[src/rtl/button_pkg.sv]
`default_nettype none
// button_pkg: state encoding and elaboration-time helpers for the button event decoder.
package button_pkg;

  typedef enum logic [2:0] {
    IDLE   = 3'd0,
    PRESS1 = 3'd1,
    GAP    = 3'd2,
    PRESS2 = 3'd3,
    LONG   = 3'd4
  } state_t;

  function automatic int ms_to_cycles(input int freq, input int ms);
    return (freq / 1000) * ms;
  endfunction

  function automatic int clog2(input int value);
    int result;
    int x;
    result = 0;
    x = value - 1;
    while (x > 0) begin
      result = result + 1;
      x = x >> 1;
    end
    return result;
  endfunction

  function automatic int max3(input int a, input int b, input int c);
    int m;
    m = (a > b) ? a : b;
    return (m > c) ? m : c;
  endfunction

endpackage
`default_nettype wire

[src/rtl/button_event_decoder_if.sv]
`default_nettype none
// button_event_decoder_if: debounced level in, classified one-cycle events out.
interface button_event_decoder_if;
  logic debounce;
  logic held;
  logic press_p;
  logic release_p;
  logic click_p;
  logic dclick_p;
  logic long_p;
  logic repeat_p;

  modport master (
    output debounce,
    input  held, press_p, release_p, click_p, dclick_p, long_p, repeat_p
  );

  modport slave (
    input  debounce,
    output held, press_p, release_p, click_p, dclick_p, long_p, repeat_p
  );
endinterface
`default_nettype wire

[src/rtl/button_edge_detect.sv]
`default_nettype none
// button_edge_detect: one-cycle delayed copy of a level plus rise/fall strobes.
module button_edge_detect (
  input  logic clk,
  input  logic reset_n,
  input  logic d,
  output logic q,
  output logic rise,
  output logic fall
);

  // Reset loads the live level so an input already high through reset produces no rise.
  always_ff @(posedge clk) begin
    if (!reset_n) begin
      q <= d;
    end else begin
      q <= d;
    end
  end

  assign rise = d & ~q;
  assign fall = ~d & q;

endmodule
`default_nettype wire

[src/rtl/button_event_decoder.sv]
`default_nettype none
// button_event_decoder: classifies a debounced button level into press, release, click,
// double click, long press and auto-repeat pulses.
module button_event_decoder
  import button_pkg::*;
#(
  parameter int CLK_FREQUENCY   = 66000000,
  parameter int LONG_PRESS_MS   = 1000,
  parameter int DOUBLE_CLICK_MS = 250,
  parameter int REPEAT_MS       = 100
) (
  input  logic                  clk,
  input  logic                  reset_n,
  button_event_decoder_if.slave bus
);

  localparam int LONG_C = ms_to_cycles(CLK_FREQUENCY, LONG_PRESS_MS);
  localparam int DBL_C  = ms_to_cycles(CLK_FREQUENCY, DOUBLE_CLICK_MS);
  localparam int REP_C  = ms_to_cycles(CLK_FREQUENCY, REPEAT_MS);
  localparam int TW     = clog2(max3(LONG_C, DBL_C, REP_C) + 1);

  localparam logic [TW-1:0] LONG_END = TW'(LONG_C - 1);
  localparam logic [TW-1:0] DBL_END  = TW'(DBL_C - 1);
  localparam logic [TW-1:0] REP_END  = TW'(REP_C - 1);
  localparam logic [TW-1:0] TMAX     = '1;

  if (LONG_C < 2 || DBL_C < 2 || REP_C < 2) begin : g_param_check
    $error("button_event_decoder: every derived cycle count must be at least 2");
  end

  logic    rise, fall, unused_deb_q;
  state_t  state, state_nxt;
  logic [TW-1:0] timer, timer_nxt, timer_inc;
  logic    bad_state;
  logic    held_nxt, press_nxt, release_nxt, click_nxt, dclick_nxt, long_nxt, repeat_nxt;

  button_edge_detect u_edge (
    .clk     (clk),
    .reset_n (reset_n),
    .d       (bus.debounce),
    .q       (unused_deb_q),
    .rise    (rise),
    .fall    (fall)
  );

  always_ff @(posedge clk) begin
    if (!reset_n) begin
      state         <= IDLE;
      timer         <= '0;
      bus.held      <= 1'b0;
      bus.press_p   <= 1'b0;
      bus.release_p <= 1'b0;
      bus.click_p   <= 1'b0;
      bus.dclick_p  <= 1'b0;
      bus.long_p    <= 1'b0;
      bus.repeat_p  <= 1'b0;
    end else begin
      state         <= state_nxt;
      timer         <= timer_nxt;
      bus.held      <= held_nxt;
      bus.press_p   <= press_nxt;
      bus.release_p <= release_nxt;
      bus.click_p   <= click_nxt;
      bus.dclick_p  <= dclick_nxt;
      bus.long_p    <= long_nxt;
      bus.repeat_p  <= repeat_nxt;
    end
  end

  always_comb begin
    state_nxt   = state;
    bad_state   = 1'b0;
    press_nxt   = 1'b0;
    release_nxt = 1'b0;
    click_nxt   = 1'b0;
    dclick_nxt  = 1'b0;
    long_nxt    = 1'b0;
    repeat_nxt  = 1'b0;
    timer_inc   = (timer == TMAX) ? timer : timer + TW'(1);

    // Release/press edges are tested before timer expiry so they win ties.
    case (state)
      IDLE: begin
        if (rise) begin
          state_nxt = PRESS1;
          press_nxt = 1'b1;
        end
      end
      PRESS1: begin
        if (fall) begin
          state_nxt   = GAP;
          release_nxt = 1'b1;
        end else if (timer == LONG_END) begin
          state_nxt = LONG;
          long_nxt  = 1'b1;
        end
      end
      GAP: begin
        if (rise) begin
          state_nxt = PRESS2;
          press_nxt = 1'b1;
        end else if (timer == DBL_END) begin
          state_nxt = IDLE;
          click_nxt = 1'b1;
        end
      end
      PRESS2: begin
        if (fall) begin
          state_nxt   = IDLE;
          release_nxt = 1'b1;
          dclick_nxt  = 1'b1;
        end
      end
      LONG: begin
        if (fall) begin
          state_nxt   = IDLE;
          release_nxt = 1'b1;
        end else if (timer == REP_END) begin
          repeat_nxt = 1'b1;
        end
      end
      default: begin
        state_nxt = IDLE;
        bad_state = 1'b1;
      end
    endcase

    if (bad_state) begin
      timer_nxt = TMAX;
    end else if (state_nxt != state || repeat_nxt) begin
      timer_nxt = '0;
    end else begin
      timer_nxt = timer_inc;
    end

    held_nxt = (state_nxt == PRESS1) || (state_nxt == PRESS2) || (state_nxt == LONG);
  end

endmodule
`default_nettype wire

[src/flat_wrapper.sv]
// flat-port wrapper written by rule: the top's interface ports become plain ports
module button_event_decoder_flat import button_pkg::*;
#(
  parameter int CLK_FREQUENCY   = 66000000,
  parameter int LONG_PRESS_MS   = 1000,
  parameter int DOUBLE_CLICK_MS = 250,
  parameter int REPEAT_MS       = 100
)
  (clk, reset_n, bus_debounce, bus_held, bus_press_p, bus_release_p, bus_click_p, bus_dclick_p, bus_long_p, bus_repeat_p);
  button_event_decoder_if bus_i ();
  input  logic clk;
  input  logic reset_n;
  input wire logic [$bits(bus_i.debounce)-1:0] bus_debounce;
  output wire logic [$bits(bus_i.held)-1:0] bus_held;
  output wire logic [$bits(bus_i.press_p)-1:0] bus_press_p;
  output wire logic [$bits(bus_i.release_p)-1:0] bus_release_p;
  output wire logic [$bits(bus_i.click_p)-1:0] bus_click_p;
  output wire logic [$bits(bus_i.dclick_p)-1:0] bus_dclick_p;
  output wire logic [$bits(bus_i.long_p)-1:0] bus_long_p;
  output wire logic [$bits(bus_i.repeat_p)-1:0] bus_repeat_p;
  assign bus_i.debounce = bus_debounce;
  assign bus_held = bus_i.held;
  assign bus_press_p = bus_i.press_p;
  assign bus_release_p = bus_i.release_p;
  assign bus_click_p = bus_i.click_p;
  assign bus_dclick_p = bus_i.dclick_p;
  assign bus_long_p = bus_i.long_p;
  assign bus_repeat_p = bus_i.repeat_p;
  button_event_decoder #(.CLK_FREQUENCY(CLK_FREQUENCY), .LONG_PRESS_MS(LONG_PRESS_MS), .DOUBLE_CLICK_MS(DOUBLE_CLICK_MS), .REPEAT_MS(REPEAT_MS)) u_core (.clk(clk), .reset_n(reset_n), .bus(bus_i));
endmodule
[config.mk]
export PLATFORM = sky130hd
export DESIGN_NAME = button_event_decoder_flat
export DESIGN_NICKNAME = d
export VERILOG_FILES = /design/src/rtl/button_pkg.sv /design/src/rtl/button_event_decoder_if.sv /design/src/rtl/button_edge_detect.sv /design/src/rtl/button_event_decoder.sv /design/src/flat_wrapper.sv
export SDC_FILE = /design/constraint.sdc
export NUM_CORES = 1
export LEC_CHECK = 0
export BUFFER_PORTS_ARGS = -buffer_cell sky130_fd_sc_hd__buf_2
export CELL_PAD_IN_SITES_DETAIL_PLACEMENT = 0
export CELL_PAD_IN_SITES_GLOBAL_PLACEMENT = 1
export CORE_MARGIN = 2
export CORE_UTILIZATION = 50
export CTS_CLUSTER_DIAMETER = 50
export DETAILED_ROUTE_END_ITERATION = 7
export GPL_ROUTABILITY_DRIVEN = 0
export PLACE_DENSITY_LB_ADDON = 0.1
export SYNTH_ARGS = -nofsm -noshare
export SYNTH_HDL_FRONTEND = slang
export SYNTH_HIERARCHICAL = 1
export SYNTH_SLANG_ARGS = --single-unit
[constraint.sdc]
create_clock -name clk -period 3.9 [get_ports clk]
set_input_delay 0.195 -clock clk [delete_from_list [all_inputs] [get_ports clk]]
set_output_delay 0.195 -clock clk [all_outputs]
set_load 0.1 [all_outputs]
==> summary.txt, run 1 <==
Run status
  • Status: completed

Clock tree
  • Worst-Skew Late Latency: 0.29 ns
  • Clock Tree Buf Depth: 2
  • CTS H-tree depth: 2
  • Reg clk slew, reported paths: 0.07 ns
  • CTS tree: yes
  • Hold buffer count at cts: 0
  • Root buffer cell: clkbuf_8
  • CTS Sinks: 37
  • Post-CTS setup repair buffer count: 0
  • Post-cts repair resize count: 0
  • TritonCTS Buffers: 5

Drt
  • Drt total wl: 5.439 mm
  • Vias/cell: 6.277
  • Initial DRC count: 143
  • DR pass1 iterations: 4
  • Via count: 1,927
  • Per-cell routed wire length: 17.72 µm
  • Remaining DRCs: 0
  • Post-route ant nets: 0

Critical path
  • Crit Reg-Reg Endpoint: u_core/timer[17]
  • Worst Setup SP: u_core/timer[0]
  • Worst flop-to-flop path startpoint: u_core/timer[0]
  • CP required: 4.05 ns
  • Critical path class: flip-flop to flip-flop
  • Reg2Reg Setup Slack: 1.40 ns
  • Critical path peak fanout: 9
  • Crit path capture: u_core/timer[17]
  • WP data arrival: 2.66 ns
  • Startpoint Class: flip-flop
  • Cells on worst reg2reg path: 6
  • Crit. End Element: flip-flop

Timing
  • Final Setup Violations: 0
  • Min Tclk post-route: 2.503 ns
  • Rel. slew slack: 40.30%
  • Fmax: 399.5 MHz
  • Least-Margin Pin Slew: 0.8955 ns
  • Unrepaired setup endpoints after global routing: no
  • Setup TNS Final: 0 ns
  • Final Hold Fails: 0
  • Final period util: 64.19%
  • Count of pins over their slew limit: 0
  • Setup Skew: 0.004876 ns

Die
  • Rows: 24
  • DIE HEIGHT: 70.20 µm
  • Die W: 70.20 µm
  • Starting Density: 51.02%
  • Core Region: 4294 µm²
  • Die area: 4927 µm²
  • Ports: 10

Placement
  • Cell Count Post-Placement: 299
  • DP Wirelength: 3.872 mm
  • Input/output buffers: 9

Finish
  • Final #Nets: 258
  • Fillers: 421
  • ANT cells: 0
  • Area Overhead vs Synth: 6.054%
  • Final core occ: 54.11%
  • Share of layout cells above drive strength 1: 15.69%
  • Final Instance Count excl. Fillers: 307

Worst hold path
  • Worst hold path type: input pin to flip-flop

Synthesis
  • Mapped Nets: 258
  • Flops & latches, synth: 37
  • Synth top area share: 33.81%
  • Distinct cells, synth: 50
  • Post-synth top flop: dfxtp_1
  • Top post-synthesis cells by area: dfxtp_1 34%, xnor2_1 6.8%, nand3_1 4.8%, a21oi_1 4.3%, nor4_1 4.0%
  • Cell taking the most area after synthesis: dfxtp_1
  • Avg Inst Size Synth: 8.625 µm²
  • Post-synthesis sequential area ratio: 33.81%
  • Number of enable flip-flop cells after synthesis: 0
  • Asr flop ratio synth: 0%
  • Yosys warns: 6
  • Post-Synthesis Cells: 254
  • Synth top cells by count: 37 x dfxtp_1, 21 x nand3_1, 19 x a21oi_1, 19 x nor2_1, 17 x xnor2_1
  • Post-synth design cell area: 2191 µm²
  • Most common cell in the netlist: dfxtp_1

Power
  • Cell Pwr Density: 310.7 nW/µm²
  • Leak Pwr: 0.7878 nW
  • IR drop worst, VDD: 0.1442 mV

Run
  • MaxCap Viol Count: 0

GRT
  • Largest net degree at the start of global routing: 25
  • GRT overflow: 0
  • GRT Util Overall: 23.24%
  • Vias in the first global route: 1,807
  • Initial antenna violation count: 0
  • First-pass GRT wire length: 9.039 mm
registers in the layout, indices dropped and copies added (netlist names):
name                  count
u_core/timer             26
u_core/state              3
u_core/bus.click_p        1
u_core/bus.dclick_p       1
u_core/bus.held           1
u_core/bus.long_p         1
u_core/bus.press_p        1
u_core/bus.release_p      1
u_core/bus.repeat_p       1
u_core/u_edge/q           1
final cells by class:
cell class                 instances  area (µm²)  area share, %
clock buffer                       7       96.34          4.146
clock inverter                     1       5.005         0.2154
sequential                        37       740.7          31.88
tap                               52       65.06          2.800
multi-input combinational        192        1326          57.08
inverter                           6       22.52         0.9693
timing repair buffer              12       67.56          2.908
worst max-delay path, cell delays in order, from the launching register on:
cell      delay [ns]
dfxtp_1         0.40
ha_1            0.22
nand3_1         0.39
nor4b_4         0.48
a41oi_1         0.26
o211ai_2        0.48
o31ai_1         0.14
how the worst min path moves through the flow:
| stage | from | end | slack (ns) | cells after the start |
|---|---|---|---|---|
| after floorplan | bus_debounce | u_core/u_edge/q | 0.22 | 0 |
| after global placement | bus_debounce | u_core/u_edge/q | 0.32 | 1 |
| after detailed placement | bus_debounce | u_core/u_edge/q | 0.32 | 1 |
| after CTS | bus_debounce | u_core/u_edge/q | 0.02 | 1 |
| after global routing | bus_debounce | u_core/u_edge/q | 0.04 | 1 |
| final | bus_debounce | u_core/u_edge/q | 0.03 | 1 |
layer usage:
layer	track usage, %	vias to the layer above	routed length, µm
li1	-	937	-
met1	32.43	902	2555
met2	36.19	70	2398
met3	4.473	18	334
met4	7.692	0	150
met5	0	-	0
per-stage QoR:
step	hold WS (ns)	cell area, µm²	setup slack (ns)	total power [mW]
global placement	0.3153	2222	1.465	0.4393
floorplan	0.2227	2191	1.785	0.4290
finish	0.02801	2323	1.397	0.7218
detailed placement	0.3165	2222	1.403	0.4389
CTS	0.02260	2323	1.391	0.7281
global route	0.03805	2323	1.197	0.7508
cells in the final DEF, fill, tap and decap left out, drive strengths merged, types with 2 or more instances in the layout:
cell     n
nor4b    5
clkbuf   7
xnor2   17
and3     2
nor4    19
a21o     2
buf     12
dfxtp   37
nand2   16
nor2b    2
xor2     6
a21oi   19
inv      6
o31ai   10
nand3   22
nand2b   4
mux2i    3
a211oi   2
nand4   14
o21a     3
and2     3
nor2    19
or4      3
or4b     2
nor3     6
logic make-up (layout without fill, tap and decap cells):
logic type / after synthesis / in the layout / share of synthesized area, %
DFF: 37 / 37 / 33.81
adders and majority gates: 1 / 1 / 0.5710
AOI/OAI and AO/OA: 42 / 42 / 13.65
xor gates and xnor gates: 23 / 23 / 9.195
muxes: 3 / 3 / 1.371
and+or+nand+nor: 123 / 123 / 35.75
buffers and inverters: 25 / 26 / 5.653
where the power goes:
group          leakage, nW  switching [mW]  internal (mW)  total (mW)
Clock               0.0542           0.132          0.160       0.291
Sequential           0.299         0.00596          0.383       0.389
Combinational        0.434          0.0295         0.0123      0.0418
Power figures use the tool's default switching activity.
==> inputs of run 2 (changes only) <==
--- a/config.mk
+++ b/config.mk
@@ -9,7 +9,7 @@
 export CELL_PAD_IN_SITES_DETAIL_PLACEMENT = 0
 export CELL_PAD_IN_SITES_GLOBAL_PLACEMENT = 1
 export CORE_MARGIN = 2
-export CORE_UTILIZATION = 50
+export CORE_UTILIZATION = 42
 export CTS_CLUSTER_DIAMETER = 50
 export DETAILED_ROUTE_END_ITERATION = 7
 export GPL_ROUTABILITY_DRIVEN = 0
==> constraint.sdc (replaced) <==
create_clock -name clk -period 2.3 [get_ports clk]
set_input_delay 0.115 -clock clk [delete_from_list [all_inputs] [get_ports clk]]
set_output_delay 0.115 -clock clk [all_outputs]
set_load 0.1 [all_outputs]
==> run 2 against run 1 <==
Net effect: cell count up 12%; first-iteration DRC count rose by 16%; clock skew fell by 0.0015 ns; cell area is 9.2% higher; wire length is 5.8% higher; setup slack got worse by 1.3 ns; die area grew 18%; critical path depth grew 3; critical path type is now input pin to flip-flop; largest cell class unchanged.
==> summary.txt, run 2 (synthesized netlist as in run 1, its figures left out) <==
Critical path
  • Startpoint Class: input pin
  • Critical path class: input pin to flip-flop
  • CP required: 2.42 ns (-1.63 ns)
  • WP data arrival: 2.29 ns (-0.37 ns)
  • Critical path peak fanout: 8 (-1)
  • Crit. End Element: flip-flop

Drt
  • Drt total wl: 5.753 mm (+5.8%)
  • Per-cell routed wire length: 16.72 µm (-5.6%)
  • DR pass1 iterations: 6 (+2)
  • Via count: 1,932 (+0.26%)
  • Remaining DRCs: 0 (unchanged)
  • Initial DRC count: 166 (+16%)
  • Post-route ant nets: 0 (unchanged)
  • Vias/cell: 5.616 (-11%)

Placement
  • DP Wirelength: 4.248 mm (+9.7%)
  • Input/output buffers: 9 (unchanged)

Clock tree
  • Root buffer cell: clkbuf_8
  • TritonCTS Buffers: 5 (unchanged)
  • Reg clk slew, reported paths: 0.07 ns (about the same)
  • Clock Tree Buf Depth: 2 (unchanged)
  • CTS H-tree depth: 2 (unchanged)
  • CTS Sinks: 37 (unchanged)
  • Post-CTS setup repair buffer count: 0 (unchanged)
  • Worst-Skew Late Latency: 0.28 ns (about the same)
  • CTS tree: yes

GRT
  • Initial antenna violation count: 0 (unchanged)
  • GRT overflow: 0 (unchanged)
  • Vias in the first global route: 1,756 (-2.8%)
  • GRT Util Overall: 20.41% (-2.8 points)
  • First-pass GRT wire length: 9.453 mm (+4.6%)
  • Largest net degree at the start of global routing: 25 (unchanged)

Power
  • IR drop worst, VDD: 0.4112 mV (+190%)
  • P_sw: 290.4 µW (+74%)
  • Cell Pwr Density: 465.3 nW/µm² (+50%)
  • Leak Pwr: 0.8915 nW (+13%)
  • Sequential Power Share: 55.9% (+2.1 points)
  • Gate power share: 6.5% (+0.7 points)
  • Net Sw Frac: 24.60% (+1.4 points)
  • Clock power frac: 37.6% (-2.8 points)
  • Total power: 1.181 mW (+64%)
  • Internal power: 890.4 µW (+61%)

Timing
  • Setup Skew: 0.003402 ns (-0.001474 ns)
  • Count of pins over their slew limit: 0 (unchanged)
  • Least-Margin Pin Slew: 0.8550 ns (-0.04049 ns)
  • Final period util: 94.36%
  • Fmax: 460.8 MHz
  • Rel. slew slack: 43.00% (+2.7 points)
  • Setup TNS Final: 0 ns (unchanged)
  • Final Setup Violations: 0 (unchanged)
  • Min Tclk post-route: 2.170 ns
  • Final Hold Fails: 0 (unchanged)
  • Unrepaired setup endpoints after global routing: no

Die
  • Core Region: 5075 µm² (+18%)
  • Die W: 76.23 µm (+8.6%)
  • Ports: 10 (unchanged)
  • Starting Density: 43.17% (-7.8 points)
  • DIE HEIGHT: 76.23 µm (+8.6%)
  • Rows: 26 (+8.3%)
  • Die area: 5810 µm² (+18%)

Finish
  • ANT cells: 0 (unchanged)
  • Most common cell after layout, fill and taps aside: dfxtp_1
  • Area Overhead vs Synth: 15.82%
  • Share of layout cells above drive strength 1: 21.90% (+6.2 points)
  • Biggest register: u_core/timer
  • Final #Nets: 277 (+7.4%)
  • Largest register FFs: 26 (unchanged)
  • Commonest non-fill, non-tap cells in the layout: 37 x dfxtp_1, 21 x nand3_1, 20 x buf_4
  • Largest regs: u_core/timer: 26 flops, u_core/state: 3 flops

Run
  • MaxCap Viol Count: 0 (unchanged)

Run status
  • Status: completed

Worst hold path
  • Worst hold path type: input pin to flip-flop
## run 2: area by class of cell
type / count / area, µm²
repair buffers: 31 / 225.2
fillers: 519 / 2537
inverters: 6 / 22.52
clock buffers: 8 / 80.08
multi-input cells: 192 / 1381
flip-flops and latches: 37 / 740.7
well taps: 70 / 87.58
## run 2: power by group through the flow
| stage | Clock [mW] | Sequential [mW] | Combinational [mW] |
|---|---|---|---|
| after global routing | 0.489 | 0.661 | 0.0840 |
| after CTS | 0.456 | 0.659 | 0.0751 |
| after floorplan | 0 | 0.685 | 0.0422 |
| after detailed placement | 0 | 0.674 | 0.0733 |
| after global placement | 0 | 0.674 | 0.0742 |
| final | 0.444 | 0.660 | 0.0769 |
## run 2: path summary, 6_finish.rpt
kind	from	end	slack [ns]	cells after the start
worst max-delay path	bus_debounce	u_core/timer[3]	0.13	9
worst min-delay path	reset_n	u_core/state[2]	0.18	2
worst max register to register	u_core/timer[0]	u_core/timer[3]	0.14	7
worst min register to register	u_core/u_edge/q	u_core/bus.press_p	0.61	3
## run 2: timing repair
action	in CTS	in global routing
endpoints found under the setup margin	0	26
resized for setup	0	8
hold buffers	1	0
hold endpoints to repair	1	0
## run 2: through the flow
step	cell area, µm²	utilization, %	cells	worst slack (ns)	hold slack [ns]
4_1_cts	2482	48.92	344	0.07056	0.1670
3_5_place_dp	2392	47.14	335	0.08228	0.2383
6_report	2537	50.00	344	0.1297	0.1842
2_1_floorplan	2191	-	254	0.1852	0.1427
5_1_grt	2537	50.00	344	0.004201	0.1862
3_3_place_gp	2392	47.14	335	0.1662	0.2357
## run 2: worst max-delay path: stages
cell and delay [ns]:
dlygate4sd3_1 0.52, buf_2 0.11, and2b_2 0.27, nor4b_4 0.31, nand3_1 0.12, or4_1 0.49, buf_4 0.21, nand3_1 0.08
a21oi_1 0.08
## run 2: metal layers
layer | GRT usage, % | wire length (µm)
met5 | 0 | 0
met4 | 4.000 | 29
met3 | 4.265 | 266
met2 | 30.97 | 2621
met1 | 30.02 | 2835
